--- config.mk ---
export PLATFORM = sky130hd
export DESIGN_NAME = uart_rx_fifo_flat
export DESIGN_NICKNAME = d
export VERILOG_FILES = /design/src/rtl/uart_rx_fifo_if.sv /design/src/rtl/uart_rx_fifo.sv /design/src/flat_wrapper.sv
export SDC_FILE = /design/constraint.sdc
export NUM_CORES = 1
export LEC_CHECK = 0
export ABC_AREA = 1
export BUFFER_PORTS_ARGS = -buffer_cell sky130_fd_sc_hd__buf_4
export CAP_MARGIN = 40
export CORE_ASPECT_RATIO = 0.5
export CORE_MARGIN = 1
export CORE_UTILIZATION = 64
export DETAILED_ROUTE_END_ITERATION = 8
export HOLD_SLACK_MARGIN = 0.08
export PLACE_DENSITY_LB_ADDON = 0.3
export SYNTH_ARGS = -nofsm -noshare
export SYNTH_HDL_FRONTEND = slang
export SYNTH_SLANG_ARGS = --single-unit
export TNS_END_PERCENT = 20
--- constraint.sdc ---
create_clock -name clk -period 7 [get_ports clk]
set_input_delay 1.4 -clock clk [delete_from_list [all_inputs] [get_ports clk]]
set_output_delay 1.4 -clock clk [all_outputs]
set_load 0.02 [all_outputs]
--- src/rtl/uart_rx_fifo_if.sv ---
// Bundled signals between the uart core receive handshake, the receive FIFO and its reader.
// The FIFO uses the slave modport; the core/reader side uses master.
interface uart_rx_fifo_if #(
    parameter int unsigned DEPTH = 16
);
    localparam int unsigned AW = $clog2(DEPTH);

    logic [7:0]  rx_data;
    logic        rx_avail;
    logic        rx_error;
    logic        rx_ack;
    logic        rd_en;
    logic [7:0]  rd_data;
    logic        rd_err;
    logic        empty;
    logic        full;
    logic [AW:0] count;
    logic        overflow;
    logic        clr_ovf;

    modport master (
        output rx_data, rx_avail, rx_error, rd_en, clr_ovf,
        input  rx_ack, rd_data, rd_err, empty, full, count, overflow
    );

    modport slave (
        input  rx_data, rx_avail, rx_error, rd_en, clr_ovf,
        output rx_ack, rd_data, rd_err, empty, full, count, overflow
    );
endinterface

--- src/rtl/uart_rx_fifo.sv ---
// Self-acknowledging receive buffer: captures each byte from the uart core into a show-ahead FIFO.
// Define UART_RX_FIFO_ERR_EN to store the framing-error flag per byte; otherwise errored bytes are discarded.
module uart_rx_fifo #(
    parameter int unsigned DEPTH = 16
) (
    input  logic                 clk,
    input  logic                 rst,
    uart_rx_fifo_if.slave        bus
);
    localparam int unsigned AW = $clog2(DEPTH);
    localparam int unsigned PW = AW + 1;
`ifdef UART_RX_FIFO_ERR_EN
    localparam int unsigned MW = 9;
`else
    localparam int unsigned MW = 8;
`endif

    typedef enum logic {S_IDLE, S_ACK} state_t;

    state_t          r_state;
    logic            r_rx_ack;
    logic            r_overflow;
    logic [AW:0]     r_wr_ptr;
    logic [AW:0]     r_rd_ptr;
    logic [MW-1:0]   r_mem [DEPTH];

    logic            w_empty;
    logic            w_full;
    logic            w_capture;
    logic            w_accept;
    logic            w_push;
    logic            w_pop;
    logic            w_drop;
    logic [MW-1:0]   w_wdata;
    logic [MW-1:0]   w_head;

    assign w_empty   = (r_wr_ptr == r_rd_ptr);
    assign w_full    = (r_wr_ptr[AW-1:0] == r_rd_ptr[AW-1:0]) && (r_wr_ptr[AW] != r_rd_ptr[AW]);
    assign w_capture = (r_state == S_IDLE) && bus.rx_avail;
    assign w_pop     = bus.rd_en && !w_empty;

`ifdef UART_RX_FIFO_ERR_EN
    assign w_accept  = 1'b1;
    assign w_wdata   = {bus.rx_error, bus.rx_data};
`else
    assign w_accept  = !bus.rx_error;
    assign w_wdata   = bus.rx_data;
`endif

    // A pop in the same cycle frees the slot a full FIFO needs for the push.
    assign w_push    = w_capture && w_accept && (!w_full || bus.rd_en);
    assign w_drop    = w_capture && w_accept && w_full && !bus.rd_en;

    // Capture handshake, pointers and sticky overflow.
    always_ff @(posedge clk or negedge rst) begin
        if (!rst) begin
            r_state    <= S_IDLE;
            r_rx_ack   <= 1'b0;
            r_overflow <= 1'b0;
            r_wr_ptr   <= '0;
            r_rd_ptr   <= '0;
        end else begin
            case (r_state)
                S_IDLE: begin
                    if (bus.rx_avail) begin
                        r_rx_ack <= 1'b1;
                        r_state  <= S_ACK;
                    end
                end
                S_ACK: begin
                    if (!bus.rx_avail) begin
                        r_rx_ack <= 1'b0;
                        r_state  <= S_IDLE;
                    end
                end
                default: r_state <= S_IDLE;
            endcase

            if (w_push) r_wr_ptr <= r_wr_ptr + PW'(1);
            if (w_pop)  r_rd_ptr <= r_rd_ptr + PW'(1);

            if (w_drop)           r_overflow <= 1'b1;
            else if (bus.clr_ovf) r_overflow <= 1'b0;
        end
    end

    // Storage is deliberately left out of reset.
    always_ff @(posedge clk) begin
        if (w_push) r_mem[r_wr_ptr[AW-1:0]] <= w_wdata;
    end

    assign w_head       = r_mem[r_rd_ptr[AW-1:0]];
    assign bus.rd_data  = w_head[7:0];
`ifdef UART_RX_FIFO_ERR_EN
    assign bus.rd_err   = w_head[8];
`else
    assign bus.rd_err   = 1'b0;
`endif
    assign bus.rx_ack   = r_rx_ack;
    assign bus.empty    = w_empty;
    assign bus.full     = w_full;
    assign bus.count    = r_wr_ptr - r_rd_ptr;
    assign bus.overflow = r_overflow;
endmodule
--- src/flat_wrapper.sv ---
// flat-port wrapper written by rule: the top's interface ports become plain ports
module uart_rx_fifo_flat 
#(
    parameter int unsigned DEPTH = 16
)
  (clk, rst, bus_rx_data, bus_rx_avail, bus_rx_error, bus_rd_en, bus_clr_ovf, bus_rx_ack, bus_rd_data, bus_rd_err, bus_empty, bus_full, bus_count, bus_overflow);
  uart_rx_fifo_if #(.DEPTH(DEPTH)) bus_i ();
  input  logic clk;
  input  logic rst;
  input wire logic [$bits(bus_i.rx_data)-1:0] bus_rx_data;
  input wire logic [$bits(bus_i.rx_avail)-1:0] bus_rx_avail;
  input wire logic [$bits(bus_i.rx_error)-1:0] bus_rx_error;
  input wire logic [$bits(bus_i.rd_en)-1:0] bus_rd_en;
  input wire logic [$bits(bus_i.clr_ovf)-1:0] bus_clr_ovf;
  output wire logic [$bits(bus_i.rx_ack)-1:0] bus_rx_ack;
  output wire logic [$bits(bus_i.rd_data)-1:0] bus_rd_data;
  output wire logic [$bits(bus_i.rd_err)-1:0] bus_rd_err;
  output wire logic [$bits(bus_i.empty)-1:0] bus_empty;
  output wire logic [$bits(bus_i.full)-1:0] bus_full;
  output wire logic [$bits(bus_i.count)-1:0] bus_count;
  output wire logic [$bits(bus_i.overflow)-1:0] bus_overflow;
  assign bus_i.rx_data = bus_rx_data;
  assign bus_i.rx_avail = bus_rx_avail;
  assign bus_i.rx_error = bus_rx_error;
  assign bus_i.rd_en = bus_rd_en;
  assign bus_i.clr_ovf = bus_clr_ovf;
  assign bus_rx_ack = bus_i.rx_ack;
  assign bus_rd_data = bus_i.rd_data;
  assign bus_rd_err = bus_i.rd_err;
  assign bus_empty = bus_i.empty;
  assign bus_full = bus_i.full;
  assign bus_count = bus_i.count;
  assign bus_overflow = bus_i.overflow;
  uart_rx_fifo #(.DEPTH(DEPTH)) u_core (.clk(clk), .rst(rst), .bus(bus_i));
endmodule
## Yosys cells after proc, flatten, opt, wreduce, memory -nomap -nowiden

Memories as Yosys holds them, arrays and structs flattened.
Index checks and enable logic that the tools add are counted.

| storage, ports and cells | value |
|---|---|
| register bits after elaboration | 13 |
| RAM bits | 128 |
| input bits | 14 |
| output and inout bits | 18 |
| word-level logic and storage cells | 37 |
| memories kept | 1 |

| cells by class | value |
|---|---|
| add/subtract/negate cells | 3 |
| equal/unequal tests | 5 |
| multiplexer cells | 8 |
| bitwise gates (word level) | 1 |
| reductions and logical operators | 14 |

Memory list:

| name | words | width | read ports | clocked after Yosys merged registers in | write ports | line | text |
|---|---|---|---|---|---|---|---|
| u_core.r_mem | 16 | 8 | 1 | 0 | 1 | uart_rx_fifo.sv:25 | `logic [MW-1:0] r_mem [DEPTH];` |

Operators with widths:

| operator | count |
|---|---|
| $add 5x1->5 const B | 2 |
| $logic_and 1x1->1 | 7 |
| $mux 1 | 7 |
| $eq 5x5->1 | 1 |
| $sub 5x5->5 | 1 |
| $eq 4x4->1 | 1 |
| $logic_not 1->1 | 4 |
| $ne 2x2->1 const B | 2 |
| $pmux 1 s2 | 1 |
| $reduce_and 2->1 | 1 |
| $reduce_bool 2->1 | 1 |
| $logic_or 1x1->1 | 1 |
| $ne 1x1->1 | 1 |
| $not 1->1 | 1 |

## Longest topological paths before layout

| logic depth | value |
|---|---|
| word-level depth | 7 |
| depth in mapped cells | 11 |

## Least setup slack after synthesis

Ideal clock, no wire load.

| timing path | value |
|---|---|
| path type | register to output |
| from | register u_core.r_rd_ptr[1] |
| to | output bus_count[4] |
| arrival | 1.818 ns |
| data required time | 5.600 ns |
| slack | 3.782 ns |
| stages on the path, launching flop included | 8 |
| path buffers | 2 |
| path through | dfrtp_1 > buf_2 > clkinv_1 > clkbuf_1 > fa_1 > nand3_1 > nand2_1 > xor2_1 |

| on the way | value |
|---|---|
| word-level cells in the longest chain between the ends | 1 |

RTL lines:

| what | line | text |
|---|---|---|
| start: declaration | uart_rx_fifo.sv:24 | `logic [AW:0] r_rd_ptr;` |
| start signal: assignment | uart_rx_fifo.sv:80 | `if (w_pop) r_rd_ptr <= r_rd_ptr + PW'(1);` |
| $sub 5x5->5 | uart_rx_fifo.sv:102 | `assign bus.count = r_wr_ptr - r_rd_ptr;` |
| end: declaration | flat_wrapper.sv:20 | `output wire logic [$bits(bus_i.count)-1:0] bus_count;` |

No other way between the ends.

## Final worst setup path

Ends and elaborated chain as after synthesis.

==> impl_metrics.json <==
{
  "drive_above_1_share": 0.0908,
  "seq_power_share": 0.317,
  "syn-mean-instance-area_um2": 9.52,
  "pin_count": 32,
  "layout.nets": 740,
  "ys_seq_area_frac": 0.636,
  "synth_area_leader_cell": "edfxtp_1",
  "clock.fmax_ghz": 0.225,
  "die_width_um": 145,
  "tritoncts": "built",
  "switchingPower_mw": 1.17,
  "clk_path_buf_depth": 2,
  "cap_violations": 0,
  "cp_cell_sequence": "buf_4 -> clkinv_1 -> buf_4 -> fa_1 -> nand3_1 -> nand2_1 -> xor2_1 -> buf_4",
  "die_h_um": 73.6,
  "fin_area_um2": 7510,
  "drt_iter0_drc": 684,
  "synth-main-ff-cell": "edfxtp_1",
  "endpoint_kind": "output port",
  "worst_pin_slew_ns": 0.943,
  "p_int_mw": 2.01,
  "ctsResizeCount": 0,
  "post-route-min-period_ns": 4.45,
  "grt_pass1_wl_um": 23700,
  "syn_inst": 689,
  "min_path_type": "register to register",
  "clock_skew_ns": 0.00848,
  "grt_max_degree": 68,
  "r2r-end": "u_core.r_mem[3][6]$_DFFE_PP_",
  "critPathCapture": "bus_count[4]",
  "cts_htree_levels": 4,
  "worstPathMaxFanout": 35,
  "cp.arrival_ns": 3.05,
  "slew-limit-headroom": 0.369,
  "synthArstFlopShare": 0.0922,
  "r2r_setup_slack_ns": 3.24,
  "setup_violations": 0,
  "synth_most_common_cell": "nand2_1",
  "io_buffer_count": 30,
  "post_cts_buffers": 0,
  "post_dp_cell_area_um2": 6860,
  "cts-buffers-inserted": 17,
  "rsz0062_at_grt": "no",
  "cts-root-buf": "clkbuf_16",
  "pre_cts_slack_ns": 3.08,
  "hold_ws_ns": 0.466,
  "hold_viol": 0,
  "max_stage_delay_ns": 0.52,
  "antenna_found_initial": 0,
  "syn_to_final_growth_pct": 14.4,
  "netlist.area_leader.share": 0.586,
  "drtAntennaViolNets": 0,
  "gr-total-overflow": 0,
  "p_clk_frac": 0.313,
  "fp.dieArea_um2": 10700,
  "synth_nets": 714,
  "cellPowerDensity_nw_per_um2": 424,
  "clock_latency_ns": 0.42,
  "ys_seq_elements": 141,
  "netSwitchingFraction": 0.368,
  "slew_viol_final": 0,
  "worstReg2RegStart": "u_core.r_rd_ptr[1]$_DFFE_PN0P_",
  "ys.warnings.count": 0,
  "firstDrtPassIters": 6,
  "synth_area_um2": 6560,
  "cp-startpoint": "u_core.r_rd_ptr[1]$_DFFE_PN0P_",
  "rows": 25,
  "cts_num_sinks": 141,
  "num_vias": 4799,
  "setup.worst_path.class": "register to output port",
  "postCtsHoldBufs": 0,
  "via_per_inst": 5.57,
  "cts.clk_slew.worst_paths_ns": 0.06,
  "grt_pass1_vias": 4637,
  "pwr-share-comb": 0.370,
  "timing.final.crit_share": 0.636,
  "core-area_um2": 9700,
  "wl_per_cell_um": 17.9,
  "synthTopCellsByArea": "edfxtp_1 (59%), nand2_1 (13%), inv_1 (7.8%)",
  "hpwl_um": 9040,
  "gr-usage-all-layers": 0.308,
  "synth_edf_count": 128,
  "fin_tns_setup_ns": 0,
  "synth_cell_type_count": 22,
  "drc": 0,
  "critical_path.startpoint_type": "register",
  "wirelength_um": 15500,
  "worstPathRequired_ns": 5.60,
  "fin_util": 0.774,
  "critical_path.slowest_cell": "clkinv_1",
  "start_util": 0.677,
  "rr_worst_depth": 9,
  "status": "finished, final reports clean",
  "n_antenna_cell": 0,
  "power_leakage_nw": 3.42,
  "max-vdd-ir-drop_mv": 0.235,
  "ys_top_cells_by_count": "nand2_1 (235), inv_1 (136), edfxtp_1 (128)",
  "place_congestion": 0.850,
  "fin_ws_ns": 2.55,
  "path_common_cell": "buf_4"
}
cell families after synthesis:
kind of cell / count (synthesis) / share of synthesized area
adders and majority gates: 11 / 0.0221
buffers and inverters: 166 / 0.101
and+or+nand+nor: 350 / 0.220
DFF: 141 / 0.636
xor gates and xnor gates: 11 / 0.0147
AOI/OAI and AO/OA: 9 / 0.00687
other: 1 / 0.000572
critical path: cells and delay by family (launching register included):
kind | cells | cell delay [ns]
buffers and inverters | 4 | 1.49
adders and majority gates | 1 | 0.48
DFF | 1 | 0.34
and+or+nand+nor | 2 | 0.16
xor gates and xnor gates | 1 | 0.14
metrics by stage:
stage                     cells  power (mW)
after floorplan             689        1.80
after global placement      830        2.12
after detailed placement    831        2.17
after CTS                   862        3.16
after global routing        862        3.31
final                       862        3.18
power groups by stage:
stage               logic (mW)  clock network [mW]  registers [mW]
finish                    1.18               0.997            1.01
global route              1.27                1.03            1.01
CTS                       1.16               0.995            1.01
detailed placement        1.14                   0            1.02
global placement          1.11                   0            1.02
floorplan                0.794                   0            1.00
flip-flops by register name, summed over array words and instances (netlist names):
register,flops
u_core.r_rd_ptr,5
u_core.bus.rx_ack,1
u_core.bus.overflow,1
u_core.r_wr_ptr,5
u_core.r_mem,128
u_core.r_state,1
final cells by class:
cell class	count	area (µm²)
well taps	135	169
repair buffers	34	268
fillers	596	2190
multi-input cells	382	1730
clock buffers	17	425
flip-flops and latches	141	4170
inverters	139	522
clock inverters	14	221
metal layers:
layer | track usage | share of wire | up-vias
li1 | - | - | 2215
met1 | 0.397 | 0.39 | 2238
met2 | 0.503 | 0.47 | 292
met3 | 0.0696 | 0.11 | 54
met4 | 0.165 | 0.029 | 0
met5 | 0 | 0 | -
how the worst min path moves through the flow:
stage	start	endpoint	slack, ns	depth (start not counted)
floorplan	u_core.r_state$_DFF_PN0_	u_core.bus.rx_ack$_DFFE_PN0P_	0.44	1
global placement	u_core.r_state$_DFF_PN0_	u_core.bus.rx_ack$_DFFE_PN0P_	0.45	1
detailed placement	u_core.r_state$_DFF_PN0_	u_core.bus.rx_ack$_DFFE_PN0P_	0.46	1
CTS	u_core.r_state$_DFF_PN0_	u_core.bus.rx_ack$_DFFE_PN0P_	0.47	1
global route	u_core.r_state$_DFF_PN0_	u_core.bus.rx_ack$_DFFE_PN0P_	0.52	1
finish	u_core.r_state$_DFF_PN0_	u_core.bus.rx_ack$_DFFE_PN0P_	0.47	1
placed cells by master (no fill, tap or decap), drive strengths merged:
cell type  instances
a21oi              3
buf               34
bufinv             6
clkbuf            17
clkinv             9
clkinvlp           1
conb               1
dfrtp             13
edfxtp           128
fa                 1
ha                10
inv              137
nand2            236
nand3             91
nand3b             1
nor2              22
o21ai              6
xnor2              2
xor2               9
Note: power is estimated with default switching activity, not from simulation.
